===== src/rtl/fetch_unit.sv =====
// Instruction fetch stage: drives the instruction memory request and fills
// the IF/ID register, with a one-entry hold buffer and redirect/drop handling.
module fetch_unit #(
    parameter logic [31:0] RESET_PC     = 32'h0040_0000,
    parameter logic [31:0] PC_INCREMENT = 32'd4
) (
    input  logic        clk,
    input  logic        reset,
    input  logic        stall_i,
    input  logic        redirect_i,
    input  logic [31:0] redirect_pc_i,
    output logic        imem_req_o,
    output logic [31:0] imem_addr_o,
    input  logic        imem_ack_i,
    input  logic [31:0] imem_rdata_i,
    output logic        if_id_valid_o,
    output logic [31:0] if_id_pc_o,
    output logic [31:0] if_id_pc_plus4_o,
    output logic [31:0] if_id_instr_o,
    output logic        addr_err_o
);

    localparam logic [1:0] S_FETCH = 2'd0;
    localparam logic [1:0] S_HOLD  = 2'd1;
    localparam logic [1:0] S_DROP  = 2'd2;

    logic [1:0]  state;
    logic [31:0] pc;
    logic [31:0] pending_pc;
    logic [31:0] hold_pc;
    logic [31:0] hold_instr;
    logic        active;
    logic        ack;
    logic        can_accept;
    logic [31:0] target;
    logic [31:0] pc_next;

    // active keeps the request low until the first edge after reset release
    assign imem_req_o  = active && (state != S_HOLD);
    assign imem_addr_o = pc;
    assign ack         = imem_ack_i && imem_req_o;
    assign can_accept  = !stall_i || !if_id_valid_o;
    assign target      = {redirect_pc_i[31:2], 2'b00};
    assign pc_next     = pc + PC_INCREMENT;

    always_ff @(posedge clk or negedge reset) begin
        if (!reset) begin
            state            <= S_FETCH;
            pc               <= RESET_PC;
            pending_pc       <= '0;
            hold_pc          <= '0;
            hold_instr       <= '0;
            active           <= 1'b0;
            if_id_valid_o    <= 1'b0;
            if_id_pc_o       <= '0;
            if_id_pc_plus4_o <= '0;
            if_id_instr_o    <= '0;
            addr_err_o       <= 1'b0;
        end else begin
            active <= 1'b1;
            if (redirect_i && (redirect_pc_i[1:0] != 2'b00))
                addr_err_o <= 1'b1;

            if (redirect_i) begin
                if_id_valid_o <= 1'b0;
                if_id_instr_o <= '0;
                hold_pc       <= '0;
                hold_instr    <= '0;
                // an outstanding request must complete before the target is fetched
                if (state == S_HOLD || ack) begin
                    pc    <= target;
                    state <= S_FETCH;
                end else begin
                    pending_pc <= target;
                    state      <= S_DROP;
                end
            end else begin
                unique case (state)
                    S_FETCH: begin
                        if (ack && can_accept) begin
                            if_id_valid_o    <= 1'b1;
                            if_id_pc_o       <= pc;
                            if_id_pc_plus4_o <= pc_next;
                            if_id_instr_o    <= imem_rdata_i;
                            pc               <= pc_next;
                        end else if (ack) begin
                            hold_pc    <= pc;
                            hold_instr <= imem_rdata_i;
                            pc         <= pc_next;
                            state      <= S_HOLD;
                        end else if (!stall_i) begin
                            if_id_valid_o <= 1'b0;
                        end
                    end
                    S_HOLD: begin
                        if (!stall_i) begin
                            if_id_valid_o    <= 1'b1;
                            if_id_pc_o       <= hold_pc;
                            if_id_pc_plus4_o <= hold_pc + PC_INCREMENT;
                            if_id_instr_o    <= hold_instr;
                            state            <= S_FETCH;
                        end
                    end
                    S_DROP: begin
                        if (ack) begin
                            pc    <= pending_pc;
                            state <= S_FETCH;
                        end
                    end
                    default: state <= S_FETCH;
                endcase
            end
        end
    end

endmodule


===== config.mk =====
export PLATFORM = sky130hd
export DESIGN_NAME = fetch_unit
export DESIGN_NICKNAME = d
export VERILOG_FILES = /design/src/rtl/fetch_unit.sv
export SDC_FILE = /design/constraint.sdc
export NUM_CORES = 1
export LEC_CHECK = 0
export BUFFER_PORTS_ARGS = -buffer_cell sky130_fd_sc_hd__buf_4
export CORE_ASPECT_RATIO = 0.6
export CORE_MARGIN = 1.5
export CORE_UTILIZATION = 38
export CTS_CLUSTER_SIZE = 14
export DETAILED_ROUTE_END_ITERATION = 10
export PLACE_DENSITY_LB_ADDON = 0.05
export SLEW_MARGIN = 30
export SYNTH_ARGS = -nofsm -noshare
export SYNTH_HDL_FRONTEND = slang
export SYNTH_SLANG_ARGS = --single-unit
export TNS_END_PERCENT = 30

===== constraint.sdc =====
create_clock -name clk -period 2 [get_ports clk]
set_input_delay 0.3 -clock clk [delete_from_list [all_inputs] [get_ports clk]]
set_output_delay 0.3 -clock clk [all_outputs]
set_load 0.005 [all_outputs]

* Yosys cells after proc, flatten, opt, wreduce, memory -nomap -nowiden *
Index checks and enable logic that the tools add are counted.

word-level totals
  bits in registers = 227
  word-level logic and storage cells = 89
  bits of input ports = 69

cells by class
  add/subtract/negate cells = 2
  bitwise logic cells = 2
  equality and inequality tests = 15
  muxes and demuxes = 37
  reductions and logical operators = 22

operator list
  kind                                                              number
  32-bit two-way mux                                                20
  32-bit one-hot mux with 2 select lines                            4
  32-bit by 3-bit adder with 32-bit output (second input constant)  2
  4-bit AND reduction                                               4
  3-bit != test (second input constant)                             5
  2-bit two-way mux                                                 6
  4-bit != test (second input constant)                             3
  2-bit nonzero test                                                4
  2-bit != test (second input constant)                             3
  2-bit one-hot mux with 3 select lines                             1
  3-bit AND reduction                                               2
  3-bit nonzero test                                                2
  1-bit two-way mux                                                 5
  1-bit logical AND                                                 4
  2-bit by 1-bit != test with 1-bit output (second input constant)  2
  2-bit by 1-bit == test with 1-bit output (second input constant)  1
  2-bit == test (second input constant)                             1
  1-bit zero test                                                   2
  2-bit zero test                                                   1
  1-bit logical OR                                                  2
  1-bit NOT                                                         2
  1-bit one-hot mux with 2 select lines                             1
  2-bit AND reduction                                               1

* Depth between registers and ports, before layout *
Gate-level depths: netlist of run 1.

  word-level depth = 7
  mapped depth = 8

* Least setup slack after synthesis of run 1 *
Ideal clock, no wire load.

  path type = reg-to-reg
  start = register pc[2], in the netlist imem_addr_o[2]
  end = register pc[26], in the netlist imem_addr_o[26]
  cell stages (with the launch flop) = 7
  path slack = 0.084 ns
  data arrival time = 1.834 ns
  path through = dfrtp_1 -> ha_1 -> nand4_1 -> nor3_2 -> nand4_1 -> o31a_1 -> o22ai_1

between the ends
  cells in the longest elaborated chain, start to end = 5

ends and longest elaborated chain
  what                                          RTL line  RTL
  start: declaration                            28        logic [31:0] pc;
  start signal: assignment                      71        pc <= target;
  start signal: assignment                      85        pc <= pc_next;
  start signal: assignment                      89        pc <= pc_next;
  32-bit by 3-bit adder with 32-bit output (*)  44        assign pc_next = pc + PC_INCREMENT;
  32-bit two-way mux                            86        end else if (ack) begin
  32-bit two-way mux (*)                        80        if (ack && can_accept) begin
  32-bit one-hot mux with 2 select lines (*)    78        unique case (state)
  32-bit two-way mux (*)                        64        if (redirect_i) begin

Every way passes the cells marked *; elsewhere a longest branch is shown, timed or not. The select of a mux whose other input is x is not followed.
A chain may end at the register's enable or synchronous reset.

* Worst setup path in the final report of run 1 *
  start = register state[1]
  end = output port imem_req_o

between the ends
  cells in the longest elaborated chain, start to end = 2

ends and longest elaborated chain
  what                                      RTL line  RTL
  start: declaration                        27        logic [1:0] state;
  start signal: assignment                  48        state <= S_FETCH;
  start signal: assignment                  72        state <= S_FETCH;
  start signal: assignment                  75        state <= S_DROP;
  2-bit by 1-bit != test with 1-bit output  39        assign imem_req_o = active && (state != S_HOLD);
  1-bit logical AND                         39
  end: declaration                          12        output logic imem_req_o,

Every way passes these cells.

==> results.toml, run 1 <==
[routing]
ant_nets = 0
drtPass1Iterations = 5
drt-initial-drc-count = 1104
route.detailed.drc = 0
wl_per_cell_um = 21.9
vias = 9855
avgViaCountPerCell = 5.56
wirelength_um = 38900

[logic_synthesis]
synth_area_leaders = "dfrtp_1 (50%), nand2_1 (5.7%), a22o_1 (5.1%)"
synth_most_common_cell = "dfrtp_1"
yosysUniqueCellTypes = 64
yosys.area.top_type = "dfrtp_1"
ys_ff_latch = 221
yosysWarnings = 0
yosysTopAreaCellShare = 0.504
synth_commonest_cells = "dfrtp_1 (220), nand2_1 (165), a22o_1 (64), nor2_1 (64), clkbuf_1 (62)"
synth_edf_count = 0
synth-seq-area-share = 0.507
syn_inst = 1104
syn_area_um2 = 10900
synth_flop_cell = "dfrtp_1"
synth_async_sr_flop_share = 1.00
syn_avg_cell_area_um2 = 9.88

[min_path]
holdPathEnd = "pending_pc[3]"
worstHoldPathType = "in2reg"
worstHoldStart = "redirect_pc_i[3]"
holdPathStages = 2

[global_routing]
antenna_found_initial = 0
met3_usage = 0.0712
grt_max_degree = 75
busiest_layer = "met1"
grtUsageTotal = 0.260
grt_pass1_wl_um = 59500
use_met2 = 0.327
grt-ovfl-total = 0
grt_pass1_vias = 9402
grt_util_met1 = 0.434

[flow_run]
maxCapViolCount = 0

[worst_setup_path]
cp.required_ns = 1.70
cp.buffers_inverters = 2
crit_type = "reg2out"
cp.depth = 4
cpPeakStageDelay_ns = 0.45
crit_chain = "nand2b_4 > buf_16 > and2_4 > buf_6"
start_kind = "flip-flop"
crit-reg2reg-capture = "imem_addr_o[26]"
cp_max_fo = 18
endpoint_kind = "output port"
critPathSlowestCell = "dfrtp_2"
critPathArrivalTime_ns = 1.64
r2r_cells = 7
regToRegSetupSlack_ns = 0.08
timing.rr.start = "state[0]"
critPathTopFamily = "flip-flops"

[cells_and_area]
drive_gt1_frac = 0.299
diodes = 0
multi_input_area_um2 = 5000
fin_util = 0.530
area_growth_pct = 35.5
nets = 1462
seqCellArea_um2 = 5530
nFillCells = 2602

[status]
status = "complete, no violations"

[placement]
gp_congestion = 0.894
dp_hpwl_um = 27800
port_buffers = 197
pre_cts_ws_ns = -0.130

[timing]
rsz0062_at_grt = "true"
holdWs_ns = 0.0104
finClkSkew_ns = 0.0154
worst_pin_slew_ns = 0.534
fin_crit_sh = 0.968
min_period_ns = 1.94
fmax_mhz = 516
hold_viol = 0
slew_headroom = 0.642
timing.final.ws_setup_ns = 0.0633
setup_viol = 0
slew_viol_final = 0
fin_tns_setup_ns = 0

[die]
die_area_um2 = 29800
initial_core_util = 0.392
rows = 47
core_um2 = 27900
ioPinCount = 200
die_h_um = 134
die_x_um = 222

[clocking]
numCtsBuffers = 23
htree_levels = 1
cts_root_buf = "clkbuf_16"
numClockSinks = 221
cts_buffer_depth = 3
cts_tree = "done"
clk_latency_ns = 0.54
clkTransAtPathRegs_ns = 0.07

[power_and_ir_drop]
total_leakage_power_nw = 6.93
power_density_nw_per_um2 = 887
max-vdd-ir-drop_mv = 0.521
[metal layers]
layer  wire length [µm]  up-vias
li1                   -     4566
met1              20500     4862
met2              14500      398
met3               3430       29
met4                444        0
met5                  0        -
[power breakdown]
| group | internal [mW] | switching [mW] | total (mW) |
|---|---|---|---|
| Sequential | 5.10 | 0.467 | 5.57 |
| Clock | 2.47 | 1.88 | 4.35 |
| Combinational | 1.57 | 1.62 | 3.19 |
| Total | 9.14 | 3.96 | 13.1 |
[placed cells by master (no fill, tap or decap), drive strengths merged, types with 13 or more instances in the layout]
cell	netlist	final
a21oi	43	43
a22o	65	65
a31oi	33	33
and3	19	19
buf	36	321
clkbuf	63	36
dfrtp	220	220
dlygate4sd3	0	37
inv	13	14
mux2	29	29
mux2i	41	41
nand2	165	165
nand3	31	31
nand4	20	20
nor2	65	65
nor3	16	16
nor4	16	16
o211ai	13	13
o21ai	64	64
o31ai	33	33
xnor2	18	18
xor2	26	26
[through the flow]
step | cell area (µm²) | power [mW] | std cells
detailed placement | 13500 | 8.75 | 1688
finish | 14800 | 13.1 | 1774
global route | 14800 | 13.7 | 1774
global placement | 13500 | 8.71 | 1688
CTS | 14700 | 13.2 | 1766
floorplan | 10900 | 6.74 | 1105
[area by class of cell]
class | count | area share
Timing Repair Buffer | 360 | 0.202
Sequential cell | 221 | 0.374
Inverter | 13 | 0.00330
Tap cell | 367 | 0.0311
Clock inverter | 7 | 0.00457
Multi-Input combinational cell | 772 | 0.339
Clock buffer | 34 | 0.0458
[worst max path at each step]
stage / startpoint / endpoint / slack [ns]
floorplan: imem_addr_o[2] / imem_addr_o[26] / 0.08
global placement: imem_addr_o[3] / if_id_pc_plus4_o[11] / -0.11
detailed placement: imem_addr_o[3] / if_id_pc_plus4_o[11] / -0.13
CTS: state[1] / imem_req_o / -0.05
global route: hold_pc[9] / if_id_pc_plus4_o[31] / -0.09
finish: state[1] / imem_req_o / 0.06
[cells by family after synthesis]
kind of cell,synth area share
adders and majority gates,0.00229
DFF,0.507
buffers and inverters,0.0443
other,0.000688
AOI/OAI and AO/OA,0.183
xor gates and xnor gates,0.0353
muxes,0.0675
and+or+nand+nor,0.160
[what timing repair did]
item                       4_1_cts  5_1_grt
gates resized for setup          6        8
setup buffers                    1        6
pin swaps                        1        4
hold endpoints to repair        77        1
setup endpoints to repair        2       15
gates cloned                     0        1
hold buffers                    36        1
[registers in the layout (all words and copies together), names as in the netlist]
| name | cells |
|---|---|
| addr_err_o | 1 |
| if_id_valid_o | 1 |
| if_id_pc_plus4_o | 30 |
| hold_instr | 32 |
| hold_pc | 31 |
| if_id_pc_o | 31 |
| state | 2 |
| if_id_instr_o | 32 |
| imem_addr_o | 30 |
| pending_pc | 30 |
| active | 1 |
Note: power is estimated with default switching activity, not from simulation.
==> inputs of run 2 (changes only) <==
clock period = 1.8 ns   (was 2 ns; I/O delays follow)
==> run 2 against run 1 <==
The run now ends with negative setup slack left; sequential power up 11%; combinational power up 21%; non-clock buffer count up 100; register-to-register slack worse by 0.20 ns; via count up 3.1%; setup slack worse by 0.18 ns; power up 17%; die area unchanged; clock-buffer cell count up 3; hold slack better by 0.021 ns; routed wire length down 0.16%; critical endpoint is now if_id_pc_plus4_o[27]; largest power group unchanged; highest routed layer unchanged.
==> results.toml, run 2 (synthesis gave the netlist of run 1 again) <==
[status]
status = "finished with violations"
violations = "negative setup slack"

[worst_setup_path]
crit_chain = "buf_6 > nand3_2 > or4_4 > o31a_1 > o21ai_2 > o211ai_1"
crit-reg2reg-capture = "if_id_pc_plus4_o[27]"
cpPeakStageDelay_ns = 0.58
timing.rr.start = "hold_pc[2]"
critPathArrivalTime_ns = 2.31
cp.required_ns = 2.19
critPathSlowestCell = "or4_4"
endpoint_kind = "flip-flop"
regToRegSetupSlack_ns = -0.12
r2r_cells = 6
cp.depth = 6
cp_max_fo = 5
crit_type = "reg2reg"
critPathTopFamily = "compound AO/OA/AOI/OAI gates"
cp.buffers_inverters = 1
start_kind = "flip-flop"

[placement]
pre_cts_ws_ns = -0.221
port_buffers = 197
dpl_cell_area_um2 = 13900
gp_congestion = 0.881
dp_hpwl_um = 27600

[timing]
slew_headroom = 0.663
fin_crit_sh = 1.07
rsz0062_at_grt = "true"
slew_viol_final = 0
fin_tns_setup_ns = -0.884
worst_pin_slew_ns = 0.501
fmax_mhz = 521
setup_viol = 19
min_period_ns = 1.92
timing.final.ws_setup_ns = -0.120
finClkSkew_ns = 0.0109
hold_viol = 0

[die]
initial_core_util = 0.392
die_area_um2 = 29800
rows = 47
die_h_um = 134
core_um2 = 27900
die_x_um = 222
ioPinCount = 200

[min_path]
worstHoldPathType = "in2reg"
holdPathStages = 3
worstHoldStart = "redirect_pc_i[23]"
holdPathEnd = "pending_pc[23]"

[cells_and_area]
layout_commonest_cell = "buf_4"
seqCellArea_um2 = 5550
nFillCells = 2509
area_growth_pct = 48.2
nets = 1562
most-common-layout-cells = "buf_4 (370), dfrtp_1 (209), nand2_1 (163)"
diodes = 0
multi_input_area_um2 = 5410
drive_gt1_frac = 0.369
final_area_um2 = 16200
fin_util = 0.580
reg_top3 = "hold_instr (32), if_id_instr_o (32)"

[routing]
wl_per_cell_um = 20.7
wirelength_um = 38800
avgViaCountPerCell = 5.42
ant_nets = 0
vias = 10200
drt-initial-drc-count = 911
route.detailed.drc = 0
drtPass1Iterations = 5

[clocking]
clkTransAtPathRegs_ns = 0.07
numCtsBuffers = 23
htree_levels = 1
cts_root_buf = "clkbuf_16"
numClockSinks = 221
cts_buffer_depth = 3
cts_tree = "done"
clk_latency_ns = 0.54

[global_routing]
grtUsageTotal = 0.259
grt_max_degree = 53
grt_pass1_wl_um = 59200
grt_pass1_vias = 9634
antenna_found_initial = 0
grt-ovfl-total = 0

[power_and_ir_drop]
p_sw_frac = 0.293
comb_power_share = 0.251
p_clk_frac = 0.347
power_density_nw_per_um2 = 951
p_int_mw = 10.9
total_leakage_power_nw = 7.58
power.net_switching_mw = 4.51
power_mw = 15.4
pwr-share-seq = 0.402
max-vdd-ir-drop_mv = 0.693

[flow_run]
maxCapViolCount = 0
-- run 2: final cells by class --
class | count | share of cell area
clock buffers | 37 | 0.0456
inverters | 13 | 0.00302
repair buffers | 460 | 0.239
well taps | 367 | 0.0284
clock inverters | 5 | 0.00642
multi-input cells | 772 | 0.334
flip-flops and latches | 221 | 0.343
-- run 2: repair_timing --
| item | in CTS | in global routing |
|---|---|---|
| hold buffers | 64 | 0 |
| endpoints found under the hold margin | 131 | 0 |
| endpoints found under the setup margin | 26 | 92 |
| pin swaps | 19 | 44 |
| resized for setup | 32 | 67 |
| buffers inserted | 22 | 21 |
-- run 2: per-stage QoR --
| step | cells | hold WS, ns |
|---|---|---|
| 6_report | 1875 | 0.0310 |
| 5_1_grt | 1875 | 0.0509 |
| 4_1_cts | 1856 | 0.0142 |
| 3_5_place_dp | 1728 | 0.203 |
| 3_3_place_gp | 1728 | 0.204 |
| 2_1_floorplan | 1105 | -0.0256 |
-- run 2: metal layers --
metal,GRT usage,wire [µm]
met5,0.0226,0
met4,0.0453,512
met3,0.0808,3720
met2,0.327,14800
met1,0.418,19800
-- run 2: worst max-delay path by stage --
stage / start / to / slack [ns]
2_1_floorplan: hold_pc[10] / if_id_pc_plus4_o[21] / -0.04
3_3_place_gp: hold_pc[4] / if_id_pc_plus4_o[27] / -0.19
3_5_place_dp: hold_pc[4] / if_id_pc_plus4_o[27] / -0.22
4_1_cts: state[0] / imem_req_o / -0.12
5_1_grt: hold_pc[2] / if_id_pc_plus4_o[27] / -0.18
6_report: hold_pc[2] / if_id_pc_plus4_o[27] / -0.12
-- run 2: power by group through the flow --
stage	Sequential, mW	Combinational [mW]	Clock (mW)
finish	6.19	3.85	5.34
global placement	6.25	3.53	0
floorplan	6.22	1.27	0
detailed placement	6.28	3.55	0
global route	6.28	4.20	5.61
CTS	6.18	3.76	5.44
-- run 2: worst register-to-register path: stages, from the launching register on --
cell and delay, ns:
dfrtp_2 0.38, buf_6 0.10, nand3_2 0.06, or4_4 0.58, o31a_1 0.27, o21ai_2 0.25
o211ai_1 0.13
==> inputs of run 3 (changes only) <==
BUFFER_PORTS_ARGS = not set   (was -buffer_cell sky130_fd_sc_hd__buf_4)
DONT_BUFFER_PORTS = 1   (was not set)
TNS_END_PERCENT = 20   (was 30)
==> run 3 against run 2 <==
The flow finishes with violations (negative hold slack, negative setup slack); cell count fell by 11%; setup slack better by 0.055 ns; routed wire length increased by 0.44%; combinational power decreased by 31%; first-iteration DRC count fell by 3.8%; via count fell by 7.2%; sequential cell count stayed put; clock power fell by 5.8%; clock skew decreased by 0.0015 ns; critical path type unchanged; largest cell class unchanged.
==> results.toml, run 3 (synthesis gave the netlist of run 1 again) <==
[cells_and_area]
fin_util = 0.519
area_growth_pct = 32.5
multi_input_area_um2 = 5320
drive_gt1_frac = 0.255
nFillCells = 2569
diodes = 0
final_area_um2 = 14500
most-common-layout-cells = "dfrtp_1 (213), nand2_1 (162), buf_4 (162)"
nets = 1355
reg_top3 = "hold_instr (32), if_id_instr_o (32)"
final_cells = 1669
seqCellArea_um2 = 5540
layout_commonest_cell = "dfrtp_1"

[routing]
drtPass1Iterations = 6
drt-initial-drc-count = 876
avgViaCountPerCell = 5.65
wl_per_cell_um = 23.4
ant_nets = 0
route.detailed.drc = 0
vias = 9425
wirelength_um = 39000

[clocking]
htree_levels = 1
clk_latency_ns = 0.54
holdBufCountCts = 68
numCtsBuffers = 24
cts_buffer_depth = 3
clkTransAtPathRegs_ns = 0.07
cts_tree = "done"
numClockSinks = 221
cts_root_buf = "clkbuf_16"

[timing]
setup_viol = 9
fin_crit_sh = 1.04
timing.final.ws_setup_ns = -0.0652
min_period_ns = 1.87
finClkSkew_ns = 0.00941
hold_viol = 221
fmax_mhz = 536
slew_viol_final = 0
holdWs_ns = -0.570
rsz0062_at_grt = "true"

[flow_run]
maxCapViolCount = 0

[power_and_ir_drop]
p_clk_frac = 0.359
power_density_nw_per_um2 = 969
comb_power_share = 0.189
p_int_mw = 9.79
max-vdd-ir-drop_mv = 0.558
power_mw = 14.0
p_sw_frac = 0.301
total_leakage_power_nw = 6.47
pwr-share-seq = 0.452
power.net_switching_mw = 4.22

[worst_setup_path]
cp_max_fo = 7
regToRegSetupSlack_ns = -0.07
r2r_cells = 5
crit_end = "if_id_pc_plus4_o[27]"
timing.rr.start = "hold_pc[10]"
startpoint = "hold_pc[10]"
endpoint_kind = "flip-flop"
crit_type = "reg2reg"
crit-reg2reg-capture = "if_id_pc_plus4_o[27]"
critPathArrivalTime_ns = 2.27
cp.required_ns = 2.20
start_kind = "flip-flop"

[die]
rows = 47
die_area_um2 = 29800
ioPinCount = 200
die_h_um = 134
core_um2 = 27900
die_x_um = 222
initial_core_util = 0.392

[placement]
gp_congestion = 0.843
dpl_cell_area_um2 = 12500
dp_hpwl_um = 27000
dp_cells = 1537
port_buffers = 0
pre_cts_ws_ns = -0.143

[status]
status = "finished with violations"
violations = "negative hold slack, negative setup slack"

[global_routing]
grt_max_degree = 222
grt_pass1_wl_um = 59200
grt-ovfl-total = 0
antenna_found_initial = 0
grtUsageTotal = 0.260
grt_pass1_vias = 8924

[min_path]
worstHoldPathType = "in2async"
==> run 3: cell count changes in the layout (fill, tap and decap cells not counted), moves of 4 or more <==
cell / change
buf_4: -208
clkbuf_1: +5
dfrtp_1: +4
dfrtp_2: -4
nor4_4: -4
o21ai_1: +4
o21ai_2: -4
xnor2_2: -4
==> run 3: worst max-delay path, cell delays in order, from the launching register on <==
cell      delay, ns
dfrtp_1        0.39
nand4_4        0.13
or4_4          0.59
o31a_1         0.27
o21ai_2        0.22
o211ai_1       0.12
==> run 3: final cells by class <==
type,count,share of cell area
Sequential cell,221,0.383
Multi-Input combinational cell,772,0.368
Timing Repair Buffer,252,0.159
Clock buffer,42,0.0539
Tap cell,367,0.0318
Inverter,13,0.00338
Clock inverter,2,0.000692
==> run 3: through the flow <==
step           setup TNS, ns  hold WS [ns]
2_1_floorplan         -0.183       -0.0256
3_3_place_gp          -0.607       -0.0210
3_5_place_dp          -0.819       -0.0211
4_1_cts               -0.192        -0.588
5_1_grt                -1.51        -0.587
6_report              -0.287        -0.570
==> run 3: routing by layer <==
layer | part of all wire | up-vias | wire length, µm | GRT usage
li1 | - | 4352 | - | -
met1 | 0.54 | 4739 | 21100 | 0.441
met2 | 0.37 | 302 | 14400 | 0.317
met3 | 0.079 | 32 | 3070 | 0.0743
met4 | 0.0091 | 0 | 353 | 0.0327
met5 | 0 | - | 0 | 0
==> run 3: how the worst min path moves through the flow <==
stage | startpoint | end | slack [ns] | cells past startpoint
floorplan | reset | active | -0.03 | 0
global placement | reset | if_id_instr_o[25] | -0.02 | 0
detailed placement | reset | if_id_instr_o[25] | -0.02 | 0
CTS | reset | if_id_instr_o[25] | -0.59 | 0
global route | reset | if_id_instr_o[25] | -0.59 | 0
finish | reset | if_id_instr_o[25] | -0.57 | 0
==> run 3: what timing repair did <==
item / CTS / global route
pin swaps: 24 / 27
endpoints found under the setup margin: 35 / 144
hold endpoints to repair: 330 / 221
buffers inserted: 12 / 10
gates resized for setup: 19 / 59
==> run 3: power groups by stage <==
stage / registers (mW) / clock network, mW / logic [mW]
final: 6.33 / 5.03 / 2.65
after global routing: 6.41 / 5.36 / 2.88
after CTS: 6.34 / 5.13 / 2.55
after detailed placement: 6.42 / 0 / 2.32
after global placement: 6.40 / 0 / 2.31
after floorplan: 6.22 / 0 / 1.27
